### config.mk
export PLATFORM = sky130hd
export DESIGN_NAME = fx3_slfifo_reader
export DESIGN_NICKNAME = d
export VERILOG_FILES = /design/src/rtl/fx3_slfifo_reader.sv
export SDC_FILE = /design/constraint.sdc
export NUM_CORES = 1
export LEC_CHECK = 0
export ABC_CLOCK_PERIOD_IN_PS = 3900
export CAP_MARGIN = 0
export CORE_AREA = 2 2 68 70
export CTS_CLUSTER_DIAMETER = 150
export DETAILED_ROUTE_END_ITERATION = 8
export DIE_AREA = 0 0 70 72
export HOLD_SLACK_MARGIN = 0.06
export SLEW_MARGIN = 10
export SYNTH_ARGS = -nofsm -noshare
export SYNTH_HDL_FRONTEND = slang
export SYNTH_SLANG_ARGS = --single-unit
### constraint.sdc
create_clock -name clk -period 3.9 [get_ports clk]
set_input_delay 0.78 -clock clk [delete_from_list [all_inputs] [get_ports clk]]
set_output_delay 0.78 -clock clk [all_outputs]
set_load 0.005 [all_outputs]
### src/rtl/fx3_slfifo_reader.sv
// rtl/fx3_slfifo_reader.sv - FX3 synchronous slave-FIFO burst reader with read-latency realignment
//
// Purpose: issues burst reads from one FX3 socket and delivers the returned words, in
// order, to an internal consumer. Each issued read is tagged in a valid pipe. The tag
// emerges in the same cycle that the registered DQ sample of that read is presented.
//
// Ports:
//   clk, grst            clock (same as PCLK), synchronous active-high reset
//   i_en                 read enable (low stops new bursts and ends a running one)
//   fx3_flaga/flagb      socket ready / active-low watermark flag
//   fx3_dq               FX3 data bus (registered on entry)
//   fx3_a, fx3_slcs_n,
//   fx3_sloe_n,
//   fx3_slrd_n           registered FX3 control outputs
//   i_afull              consumer almost-full throttle
//   o_data, o_valid      delivered word and its one-cycle qualifier
//   o_burst_done         one-cycle pulse when a burst has fully drained
//   o_busy               high whenever the FSM is outside IDLE
module fx3_slfifo_reader #(
  parameter int         DW      = 16,
  parameter logic [1:0] RD_ADDR = 2'b11,
  parameter int         BURST   = 256,
  parameter int         RD_LAT  = 2
) (
  input  logic          clk,
  input  logic          grst,
  input  logic          i_en,
  input  logic          fx3_flaga,
  input  logic          fx3_flagb,
  input  logic [DW-1:0] fx3_dq,
  output logic [1:0]    fx3_a,
  output logic          fx3_slcs_n,
  output logic          fx3_sloe_n,
  output logic          fx3_slrd_n,
  input  logic          i_afull,
  output logic [DW-1:0] o_data,
  output logic          o_valid,
  output logic          o_burst_done,
  output logic          o_busy
);

  localparam int CW  = $clog2(BURST + 1);
  localparam int DCW = (RD_LAT < 1) ? 1 : $clog2(RD_LAT + 1);

  typedef enum logic [1:0] {IDLE, ADDR, READ, DRAIN} state_t;

  state_t          state_q, state_d;
  logic [1:0]      a_q, a_d;
  logic            cs_n_q, cs_n_d;
  logic            oe_n_q, oe_n_d;
  logic            rd_n_q, rd_n_d;
  logic            done_q, done_d;
  logic            busy_q, busy_d;
  logic [CW-1:0]   cnt_q, cnt_d;
  logic [DCW-1:0]  dcnt_q, dcnt_d;
  logic [RD_LAT:0] vpipe_q, vpipe_d;
  logic [DW-1:0]   dq_q, dq_d;
  logic            stop;

  always_comb begin
    state_d = state_q;
    a_d     = a_q;
    cs_n_d  = cs_n_q;
    oe_n_d  = oe_n_q;
    rd_n_d  = 1'b1;
    done_d  = 1'b0;
    cnt_d   = cnt_q;
    dcnt_d  = dcnt_q;
    dq_d    = fx3_dq;

    // A cycle with the strobe low at the pin is one issued read.
    if (!rd_n_q) cnt_d = cnt_q + CW'(1);

    // The read issued this cycle is the last one if any stop criterion is seen now.
    stop = ((cnt_q + CW'(1)) == CW'(BURST)) || !fx3_flagb || i_afull || !i_en;

    // Tag pipe: stage RD_LAT lines up with the input-registered DQ of that read.
    vpipe_d[0] = !rd_n_q;
    for (int i = 1; i <= RD_LAT; i++) vpipe_d[i] = vpipe_q[i-1];

    unique case (state_q)
      IDLE: begin
        if (i_en && fx3_flaga && !i_afull) begin
          state_d = ADDR;
          a_d     = RD_ADDR;
          cs_n_d  = 1'b0;
          oe_n_d  = 1'b0;
        end
      end
      ADDR: begin
        // Bus-turnaround cycle; the strobe goes low from READ entry.
        state_d = READ;
        rd_n_d  = 1'b0;
      end
      READ: begin
        if (stop) begin
          state_d = DRAIN;
          dcnt_d  = '0;
        end else begin
          rd_n_d  = 1'b0;
        end
      end
      DRAIN: begin
        // Keep the socket selected until the last in-flight word is captured.
        if (dcnt_q == DCW'(RD_LAT)) begin
          state_d = IDLE;
          a_d     = 2'b00;
          cs_n_d  = 1'b1;
          oe_n_d  = 1'b1;
          cnt_d   = '0;
          done_d  = 1'b1;
        end else begin
          dcnt_d  = dcnt_q + DCW'(1);
        end
      end
      default: state_d = IDLE;
    endcase

    busy_d = (state_d != IDLE);
  end

  always_ff @(posedge clk) begin
    if (grst) begin
      state_q <= IDLE;
      a_q     <= 2'b00;
      cs_n_q  <= 1'b1;
      oe_n_q  <= 1'b1;
      rd_n_q  <= 1'b1;
      done_q  <= 1'b0;
      busy_q  <= 1'b0;
      cnt_q   <= '0;
      dcnt_q  <= '0;
      vpipe_q <= '0;
      dq_q    <= '0;
    end else begin
      state_q <= state_d;
      a_q     <= a_d;
      cs_n_q  <= cs_n_d;
      oe_n_q  <= oe_n_d;
      rd_n_q  <= rd_n_d;
      done_q  <= done_d;
      busy_q  <= busy_d;
      cnt_q   <= cnt_d;
      dcnt_q  <= dcnt_d;
      vpipe_q <= vpipe_d;
      dq_q    <= dq_d;
    end
  end

  assign fx3_a        = a_q;
  assign fx3_slcs_n   = cs_n_q;
  assign fx3_sloe_n   = oe_n_q;
  assign fx3_slrd_n   = rd_n_q;
  assign o_data       = dq_q;
  assign o_valid      = vpipe_q[RD_LAT];
  assign o_burst_done = done_q;
  assign o_busy       = busy_q;

endmodule

Word-level counts from Yosys, hierarchy flattened. Cells that the tools add are included.

Flip-flop bits (word level): 38. Logic and storage cells: 57. Output and inout port bits: 24.

Add/subtract/negate cells: 2. Reductions and logical operators: 16. Mux-type cells: 19. Equal/unequal tests: 9. Bitwise logic cells: 1.

Operator list (number): $mux W9 (3); $mux W2 (7); $add A9 B1 Y9 const B (1); $eq A9 B9 Y1 const B (1); $ne A2 B2 Y1 const B (4); $pmux W2 S2 (2); $pmux W2 S4 (1); $eq A2 B2 Y1 const B (3); $reduce_and A3 Y1 (2); $reduce_bool A2 Y1 (3); $logic_not A1 Y1 (4); $mux W1 (4); $pmux W1 S2 (2); $logic_or A1 B1 Y1 (3); $add A2 B1 Y2 const B (1); $eq A2 B1 Y1 const B (1); $logic_and A1 B1 Y1 (2); $logic_not A2 Y1 (1); $reduce_or A2 Y1 (1); $not A1 Y1 (1).

Depth between registers and ports, before layout. Gate-level depths: netlist (run 1).

Word-level depth: 8. Depth in mapped cells: 7.

Worst setup path after synthesis (run 1). Ideal clock, no wire load.

Path type: input -> register. From: in i_afull. To: reg dcnt_q[0]. Slack: 2.130 ns. Stages on the path: 4. Arrival time: 1.700 ns. Path through: nand3b_1 nor4b_1 o21ai_0 a21oi_1.

Longest elaborated chain between the ends: 4.

RTL lines: start: declaration (line 35) `input logic i_afull,`; $logic_or A1 B1 Y1 (2 in series) (line 75) `stop = ((cnt_q + CW'(1)) == CW'(BURST)) || !fx3_flagb || i_afull || !i_en;`; $ne A2 B2 Y1 (no source line); $reduce_and A3 Y1 (no source line); end signal: assignment (line 144) `dcnt_q <= dcnt_d;`; end: declaration (line 55) `logic [DCW-1:0] dcnt_q, dcnt_d;`.

Every way passes these cells. A chain may end at the register's enable or synchronous reset.

Worst setup path in the final report (run 1).
From: reg rd_n_q (netlist: fx3_slrd_n). To: out fx3_slrd_n.

RTL lines: start: declaration (line 51) `logic rd_n_q, rd_n_d;`; start signal: assignment (line 140) `rd_n_q <= rd_n_d;`; end: declaration (line 34) `output logic fx3_slrd_n,`.

No word-level cell between the ends.

==> summary.txt, run 1 <==
Finish
  • Reg area: 741 sq um
  • Layout cells sized above 1: 0.0684
  • Final std cells w/o fill: 242
  • Nets: 218
  • Area Growth Syn to Fin: 42.5%
  • Most common cell after layout, fill and taps aside: clkdlybuf4s50_1
  • Antenna cells: 0
  • Most frequent cells in the layout: clkdlybuf4s50_1 (45), dfxtp_1 (37), nor2b_1 (22), nor2_1 (11)
  • Multi-input logic area: 646 sq um
  • Fillers: between 400 and 500

Floorplanning
  • Number of top-level pins: between 40 and 50
  • Starting Density: 0.337
  • Die width: 70 microns
  • Die area: 0.00504 sq mm
  • DIE HEIGHT: 72 microns
  • Total core area: 0.00426 sq mm
  • Rows: 24

Placed design
  • Gpl congestion: 0.771
  • IO Port Bufs: 45
  • Final HPWL DP: 2150 microns
  • Placed cells: 234

CTS
  • Resized cells post-CTS: 0
  • CTS buffer count: 5
  • Worst-Skew Late Latency: approximately 0.29 ns
  • Max H-tree Level: 2
  • CTS tree: yes
  • Hold_buf cts: 0
  • CTS Sinks: 37
  • Post-CTS Setup Inserts: 0
  • Max clock buf depth: 2
  • Reg clk slew, reported paths: 0.07 ns
  • CTS root buffer: clkbuf_8

Synthesis
  • Asr flop ratio synth: 0
  • Ys flop type: dfxtp_1
  • Sequential element share of the synthesized area: 0.516
  • Post-Syn Area: 0.00144 sq mm
  • Avg Synthesized Cell Area: 10.0 sq um
  • Number of synthesized flops with an enable pin: 0
  • Yosys cell types: 29
  • Syn Inst Count: 143
  • Synth warn: 0
  • FF+latch count, synth: 37
  • Syn nets: between 150 and 200

Worst setup path
  • Crit path largest cell delay: 0.56 ns
  • Delay-heaviest family, CP: buffers and inverters
  • CP Data Required Time: 3.12 ns
  • Crit path buf inv count: 1
  • Crit path cell chain: clkdlybuf4s50_1
  • Max FO, Critical Path: 8
  • Worst EP arrival: 1.34 ns
  • Startpoint types: register
  • CP Depth: 1
  • Critical setup path kind: reg -> out
  • Cells on worst reg2reg path: 6
  • Critical R2R Launch: cnt_q[0]
  • Slowest library cell on the worst path: clkdlybuf4s50_1
  • Worst Setup SP: fx3_slrd_n
  • Crit path capture type: output port

Timing
  • Max_slew headroom: 0.549
  • Final hold viol count: 0
  • Final Cycle Share: 0.544
  • Tmin final: 2.12 ns
  • Setup-failing EPs final: 0
  • Post-Route Skew: 0.00297 ns
  • Final slew viol count: 0
  • Maximum clock rate: about 470 MHz
  • RSZ-0062 raised after global routing: false
  • Setup_tns: 0 ns
  • Hold Slack: roughly 0.44 ns
  • Worst-Margin Slew: about 0.67 ns

Pwr
  • Combinational group share of total power: 0.220
  • VDD IR-drop max: 0.256 mV
  • Pwr Total: 1.02 mW
  • Sw power: 0.255 mW
  • Clock power frac: 0.336
  • Internal power: 0.761 mW
  • Net Sw Frac: 0.251
  • LEAKAGE: 0.778 nW
  • Pwr/cell area: 497 mW/mm^2
  • Sequential share of power: 0.443

Detailed routing
  • WL/cell: between 10 and 15 microns
  • Post-route ant nets: 0
  • DR DRC count: 0
  • Iter 0 DRT Violations: 21
  • Detailed Route WL: 2820 microns
  • Via-to-Cell Ratio: 4.57
  • Vias: roughly 1100
  • First-pass DRT Iterations: 4

Min path
  • Hold Crit Depth: 1
  • Hold path startpoint: vpipe_q[1]
  • Worst Hold Class: reg -> reg

Global route
  • Grt ovf: 0
  • Tot GR Track Use: 0.120
  • Largest net degree at the start of global routing: 30
  • Antenna violations before repair: 0
  • First-pass GRT wire length: 4790 microns
  • Vias in the first global route: 1106

Outcome
  • Run status: completed

Flow run
  • Max Cap Viol: 0
==> per-stage QoR <==
step | util | cell area (sq um) | worst slack, ns
2_1_floorplan | - | 1440 | 2.13
5_1_grt | 0.479 | 2040 | 1.65
3_5_place_dp | 0.451 | 1920 | 1.54
6_report | 0.479 | 2040 | 1.78
3_3_place_gp | 0.451 | 1920 | 1.59
4_1_cts | 0.479 | 2040 | 1.75
==> flip-flops by register name, indices dropped and copies added, names as in the netlist, 2 cells and up <==
signal,flops
state_q,2
o_data,16
dcnt_q,2
cnt_q,9
vpipe_q,3
==> final timing paths <==
kind	endpoint	slack (ns)
min	vpipe_q[2]	0.44
min reg2reg	vpipe_q[2]	0.44
max	fx3_slrd_n	1.78
max reg2reg	dcnt_q[0]	1.96
==> cell type report <==
class | instances | area share
clock buffers | 6 | 0.0404
clock inverters | 2 | 0.0184
inverters | 4 | 0.00734
multi-input cells | 95 | 0.316
flip-flops and latches | 37 | 0.362
well taps | 52 | 0.0318
repair buffers | 46 | 0.224
==> synthesized netlist by cell type (2+ instances only) <==
cell,count,area share
a21oi_1,8,0.028
nor4b_1,2,0.012
ha_1,7,0.061
buf_4,2,0.010
clkbuf_1,5,0.013
xor2_1,5,0.031
o21ai_0,6,0.021
o21bai_1,3,0.016
nand3b_1,2,0.010
nand2_1,8,0.021
nor2_1,11,0.029
nand4_1,3,0.013
dfxtp_1,37,0.52
nor2b_1,22,0.096
nand2b_1,3,0.013
or3_1,3,0.013
inv_1,4,0.010
==> layer usage <==
layer / wire, microns / GRT usage / up-vias / share of wire
met2: 1380 / 0.200 / 32 / 0.49
li1: - / - / 567 / -
met3: 175 / 0.0486 / 2 / 0.062
met1: 1250 / 0.139 / 506 / 0.44
met5: 0 / 0 / - / 0
met4: 18 / 0.0449 / 0 / 0.0064
==> power groups by stage <==
stage / clock (mW) / combinational, mW / sequential, mW
2_1_floorplan: 0 / 0.132 / 0.453
3_3_place_gp: 0 / 0.221 / 0.458
3_5_place_dp: 0 / 0.227 / 0.460
4_1_cts: 0.356 / 0.228 / 0.452
5_1_grt: 0.373 / 0.254 / 0.457
6_report: 0.341 / 0.224 / 0.451
==> kinds of logic after synthesis <==
kind of cell,count (synthesis),synth area share
AND/OR/NAND/NOR,60,0.240
buffers and inverters,11,0.0340
XOR/XNOR,6,0.0366
adder cells (fa/ha/maj),7,0.0610
flip-flops,37,0.516
AO/OA/AOI/OAI,21,0.105
multiplexers,1,0.00697
(Power assumes the default switching activity.)
==> inputs of run 2 (changes only) <==
--- a/config.mk
+++ b/config.mk
@@ -5,7 +5,7 @@
 export SDC_FILE = /design/constraint.sdc
 export NUM_CORES = 1
 export LEC_CHECK = 0
-export ABC_CLOCK_PERIOD_IN_PS = 3900
+export ABC_CLOCK_PERIOD_IN_PS = 2200
 export CAP_MARGIN = 0
 export CORE_AREA = 2 2 68 70
 export CTS_CLUSTER_DIAMETER = 150
==> constraint.sdc (replaced) <==
create_clock -name clk -period 2.2 [get_ports clk]
set_input_delay 0.44 -clock clk [delete_from_list [all_inputs] [get_ports clk]]
set_output_delay 0.44 -clock clk [all_outputs]
set_load 0.005 [all_outputs]
==> summary.txt, run 2 (same netlist as run 1, synthesis figures left out) <==
Outcome
  • Run status: completed

Timing
  • Final Cycle Share: 0.905
  • Final slew viol count: 0
  • Max_slew headroom: 0.752
  • Final hold viol count: 0
  • Post-Route Skew: 0.00546 ns
  • Hold Slack: 0.437 ns
  • RSZ-0062 raised after global routing: false
  • Tmin final: 1.99 ns
  • Worst-Margin Slew: 0.366 ns
  • Maximum clock rate: between 500 and 600 MHz
  • Setup WS post-layout: 0.210 ns
  • Setup-failing EPs final: 0
  • Setup_tns: 0 ns

CTS
  • CTS root buffer: clkbuf_8
  • CTS buffer count: 5
  • CTS Sinks: 37
  • Hold_buf cts: 0
  • Post-CTS Setup Inserts: 0
  • Worst-Skew Late Latency: between 0.2 and 0.3 ns
  • Resized cells post-CTS: 0
  • Reg clk slew, reported paths: about 0.080 ns
  • Max H-tree Level: 2
  • CTS tree: yes
  • Max clock buf depth: 2

Detailed routing
  • WL/cell: 11.6 microns
  • DR WL met2: about 1400 microns
  • Met1 WL: 1200 microns
  • Via-to-Cell Ratio: approximately 4.6
  • Detailed Route WL: 2830 microns
  • DR DRC count: 0
  • Metal3 WL: between 150 and 200 microns
  • Post-route ant nets: 0
  • Vias: about 1100
  • Iter 0 DRT Violations: 24
  • Max Used Layer: met4
  • First-pass DRT Iterations: 4

Floorplanning
  • Number of top-level pins: 46
  • Die area: between 0.005 and 0.006 sq mm
  • Rows: 24
  • Starting Density: 0.337
  • DIE HEIGHT: 72 microns
  • Die width: ~70 microns
  • Total core area: 0.00426 sq mm

Worst setup path
  • Critical setup path kind: reg -> reg
  • Worst EP arrival: 2.20 ns
  • Critical R2R Launch: cnt_q[0]
  • Crit Reg-Reg Endpoint: dcnt_q[0]
  • R2R Setup Slk: 0.21 ns
  • Crit path capture type: register
  • Cells on worst reg2reg path: 7
  • Max FO, Critical Path: 5
  • Startpoint types: register
  • CP Data Required Time: 2.41 ns

Min path
  • Hold Crit Depth: 1
  • Hold path startpoint: vpipe_q[0]
  • Worst Hold End: vpipe_q[1]
  • Worst Hold Class: reg -> reg

Global route
  • Vias in the first global route: 1032
  • Grt ovf: 0
  • Largest net degree at the start of global routing: 21
  • First-pass GRT wire length: around 4600 microns
  • Tot GR Track Use: 0.117
  • Antenna violations before repair: 0

Finish
  • Post-Route Utilization: 0.473
  • Most common cell after layout, fill and taps aside: clkdlybuf4s50_1
  • Fillers: 409
  • Area Growth Syn to Fin: 40.6%
  • Antenna cells: 0
  • Post-route cell area: 0.00202 sq mm
  • Layout cells sized above 1: 0.0733
  • Nets: 219
  • Most frequent cells in the layout: clkdlybuf4s50_1 (45), dfxtp_1 (37), nor2b_1 (22), nor2_1 (11)
  • Final std cells w/o fill: 243
  • Max reg flops: 16

Placed design
  • Final HPWL DP: 2130 microns
  • Pre-CTS WS: 0.237 ns
  • IO Port Bufs: 45
  • Placed cells: 235
  • Gpl congestion: 0.824
  • Dpl cell area: between 0.0015 and 0.002 sq mm

Pwr
  • Pwr Total: 1.66 mW
  • VDD IR-drop max: 0.479 mV
  • Pwr/cell area: 825 mW/mm^2
  • LEAKAGE: 0.770 nW

Flow run
  • Max Cap Viol: 0
## run 2: changes by cell type in the layout (fill, tap and decap cells not counted), sizes merged
| cell | previous run | this run |
|---|---|---|
| clkinv | 0 | 2 |
| bufinv | 1 | 0 |
| buf | 1 | 2 |
| clkbuf | 6 | 5 |
## run 2: worst max-delay path by stage
| stage | from | endpoint | slack (ns) | cells past startpoint |
|---|---|---|---|---|
| 6_report | cnt_q[0] | dcnt_q[0] | 0.21 | 7 |
| 5_1_grt | cnt_q[0] | dcnt_q[0] | 0.09 | 7 |
| 4_1_cts | cnt_q[0] | dcnt_q[0] | 0.20 | 7 |
| 3_5_place_dp | cnt_q[0] | dcnt_q[0] | 0.24 | 7 |
| 3_3_place_gp | cnt_q[0] | dcnt_q[0] | 0.34 | 7 |
| 2_1_floorplan | cnt_q[5] | dcnt_q[0] | 0.49 | 5 |
## run 2: cell type report
| class | count | area, sq um | share of cell area |
|---|---|---|---|
| clock inverters | 3 | 17.5 | 0.00868 |
| multi-input cells | 95 | 646 | 0.320 |
| well taps | 52 | 65.1 | 0.0322 |
| flip-flops and latches | 37 | 741 | 0.367 |
| clock buffers | 5 | 68.8 | 0.0341 |
| repair buffers | 47 | 465 | 0.231 |
| inverters | 4 | 15.0 | 0.00744 |
## run 2: routing by layer
metal / track usage / up-vias
li1: - / 567
met1: 0.129 / 505
met2: 0.197 / 35
met3: 0.0458 / 7
met4: 0.0598 / 0
met5: 0 / -
## run 2: power by group
part | total [mW] | internal [mW] | leakage (nW) | switching, mW
Combinational | 0.404 | 0.241 | 0.422 | 0.162
Clock | 0.460 | 0.218 | 0.0439 | 0.242
Sequential | 0.800 | 0.741 | 0.304 | 0.0594
Total | 1.66 | 1.20 | 0.770 | 0.463
## run 2: worst max-delay path: stages, from the launching register on
cell and delay [ns]:
dfxtp_1 0.46, ha_1 0.23, nand2_1 0.12, a2111oi_4 0.38, nor4b_1 0.10, buf_4 0.16, or3_1 0.33, a21oi_1 0.12
==> inputs of run 3 (changes only) <==
--- a/config.mk
+++ b/config.mk
@@ -8,6 +8,7 @@
 export ABC_CLOCK_PERIOD_IN_PS = 2200
 export CAP_MARGIN = 0
 export CORE_AREA = 2 2 68 70
+export CTS_BUF_LIST = sky130_fd_sc_hd__clkbuf_4
 export CTS_CLUSTER_DIAMETER = 150
 export DETAILED_ROUTE_END_ITERATION = 8
 export DIE_AREA = 0 0 70 72
==> summary.txt, run 3 (same netlist as run 1, synthesis figures left out) <==
Detailed routing
  • DR DRC count: 0
  • Via-to-Cell Ratio: about 4.6
  • Detailed Route WL: around 2800 microns
  • Post-route ant nets: 0
  • WL/cell: 11.6 microns
  • Iter 0 DRT Violations: 26
  • Vias: 1110
  • First-pass DRT Iterations: 4

Finish
  • Max reg flops: 16
  • Layout cells sized above 1: 0.0733
  • Multi-input logic area: 646 sq um
  • Area Growth Syn to Fin: 38.4%
  • Fillers: around 400
  • Nets: between 200 and 250
  • Most common cell after layout, fill and taps aside: clkdlybuf4s50_1
  • Antenna cells: 0
  • Final std cells w/o fill: 243
  • Most frequent cells in the layout: clkdlybuf4s50_1 (45), dfxtp_1 (37), nor2b_1 (22), nor2_1 (11)
  • Reg area: 741 sq um
  • Post-route cell area: 0.00199 sq mm

Worst setup path
  • Crit path capture type: register
  • Critical setup path kind: reg -> reg
  • CP Data Required Time: 2.47 ns
  • Slowest library cell on the worst path: dfxtp_1
  • Crit path largest cell delay: 0.48 ns
  • Crit path cell chain: ha_1 -> nand2_1 -> a2111oi_4 -> nor4b_1 -> buf_4 -> or3_1 -> a21oi_1
  • Max FO, Critical Path: 5
  • Worst EP arrival: between 2 and 2.5 ns
  • Startpoint types: register

Global route
  • Vias in the first global route: roughly 1000
  • Met1 usage: 0.129
  • Antenna violations before repair: 0
  • GR Util met2: 0.200
  • M3 GR Usage: 0.0458
  • GR peak layer: met2
  • Tot GR Track Use: 0.118
  • Grt ovf: 0
  • Largest net degree at the start of global routing: 21
  • First-pass GRT wire length: 4600 microns

Placed design
  • IO Port Bufs: 45
  • Final HPWL DP: roughly 2100 microns
  • Dpl cell area: 0.00193 sq mm
  • Gpl congestion: 0.824
  • Pre-CTS WS: ~0.24 ns
  • Placed cells: 235

CTS
  • Reg clk slew, reported paths: 0.11 ns
  • Resized cells post-CTS: 0
  • Post-CTS Setup Inserts: 0
  • Max H-tree Level: 2
  • CTS Sinks: 37
  • CTS buffer count: 5
  • Worst-Skew Late Latency: 0.34 ns
  • Hold_buf cts: 0
  • Max clock buf depth: 2
  • CTS tree: yes
  • CTS root buffer: clkbuf_4

Min path
  • Worst Hold Class: reg -> reg

Pwr
  • Combinational group share of total power: 0.259
  • Pwr/cell area: 782 mW/mm^2
  • Sequential share of power: 0.514
  • Internal power: around 1.1 mW
  • LEAKAGE: 0.757 nW
  • VDD IR-drop max: 0.563 mV
  • Clock power frac: 0.226
  • Sw power: 0.452 mW
  • Net Sw Frac: 0.291

Timing
  • Setup-failing EPs final: 0
  • Maximum clock rate: 501 MHz
  • RSZ-0062 raised after global routing: false
  • Tmin final: 2.00 ns
  • Setup_tns: 0 ns
  • Final hold viol count: 0
  • Post-Route Skew: 0.00647 ns
  • Final Cycle Share: 0.908
  • Final slew viol count: 0
  • Max_slew headroom: 0.741
  • Worst-Margin Slew: 0.387 ns
  • Hold Slack: 0.447 ns
  • Setup WS post-layout: 0.203 ns

Floorplanning
  • Rows: 24
  • DIE HEIGHT: 72 microns
  • Number of top-level pins: between 40 and 50
  • Die area: 0.00504 sq mm
  • Starting Density: 0.337
  • Total core area: 0.00426 sq mm
  • Die width: 70 microns

Flow run
  • Max Cap Viol: 0

Outcome
  • Run status: completed
run 3: cell types whose count changed in the layout (fill, tap and decap cells not counted):
cell      before  now
clkbuf_4       0    5
clkbuf_8       5    0
run 3: layer usage:
layer / vias up / part of all wire
li1: 568 / -
met1: 505 / 0.43
met2: 31 / 0.49
met3: 6 / 0.059
met4: 0 / 0.020
met5: - / 0
run 3: critical path, delay by kind of cell, from the launching register on:
kind,cells,cell delay [ns]
adder cells (fa/ha/maj),1,0.23
buffers and inverters,1,0.16
flip-flops,1,0.48
AO/OA/AOI/OAI,2,0.50
AND/OR/NAND/NOR,3,0.56
run 3: final timing paths:
| check | start | end | slack [ns] | cells past startpoint |
|---|---|---|---|---|
| hold / removal | vpipe_q[0] | vpipe_q[1] | 0.45 | 1 |
| setup reg to reg | cnt_q[0] | dcnt_q[0] | 0.20 | 7 |
| setup / recovery | cnt_q[0] | dcnt_q[0] | 0.20 | 7 |
| hold reg to reg | vpipe_q[0] | vpipe_q[1] | 0.45 | 1 |
run 3: stage by stage:
stage          power, mW  utilization
2_1_floorplan       1.04            -
3_3_place_gp        1.20        0.453
3_5_place_dp        1.22        0.453
4_1_cts             1.59        0.466
5_1_grt             1.67        0.466
6_report            1.55        0.466
run 3: final cells by class:
class / instances / area share
Clock buffer: 5 / 0.0189
Clock inverter: 3 / 0.00882
Inverter: 4 / 0.00756
Multi-Input combinational cell: 95 / 0.325
Sequential cell: 37 / 0.373
Tap cell: 52 / 0.0327
Timing Repair Buffer: 47 / 0.234
run 3: power by group through the flow:
stage               sequential (mW)  clock, mW  combinational [mW]
global route                  0.813      0.404               0.448
finish                        0.800      0.352               0.403
detailed placement            0.816          0               0.409
CTS                           0.801      0.375               0.410
global placement              0.809          0               0.391
floorplan                     0.803          0               0.233
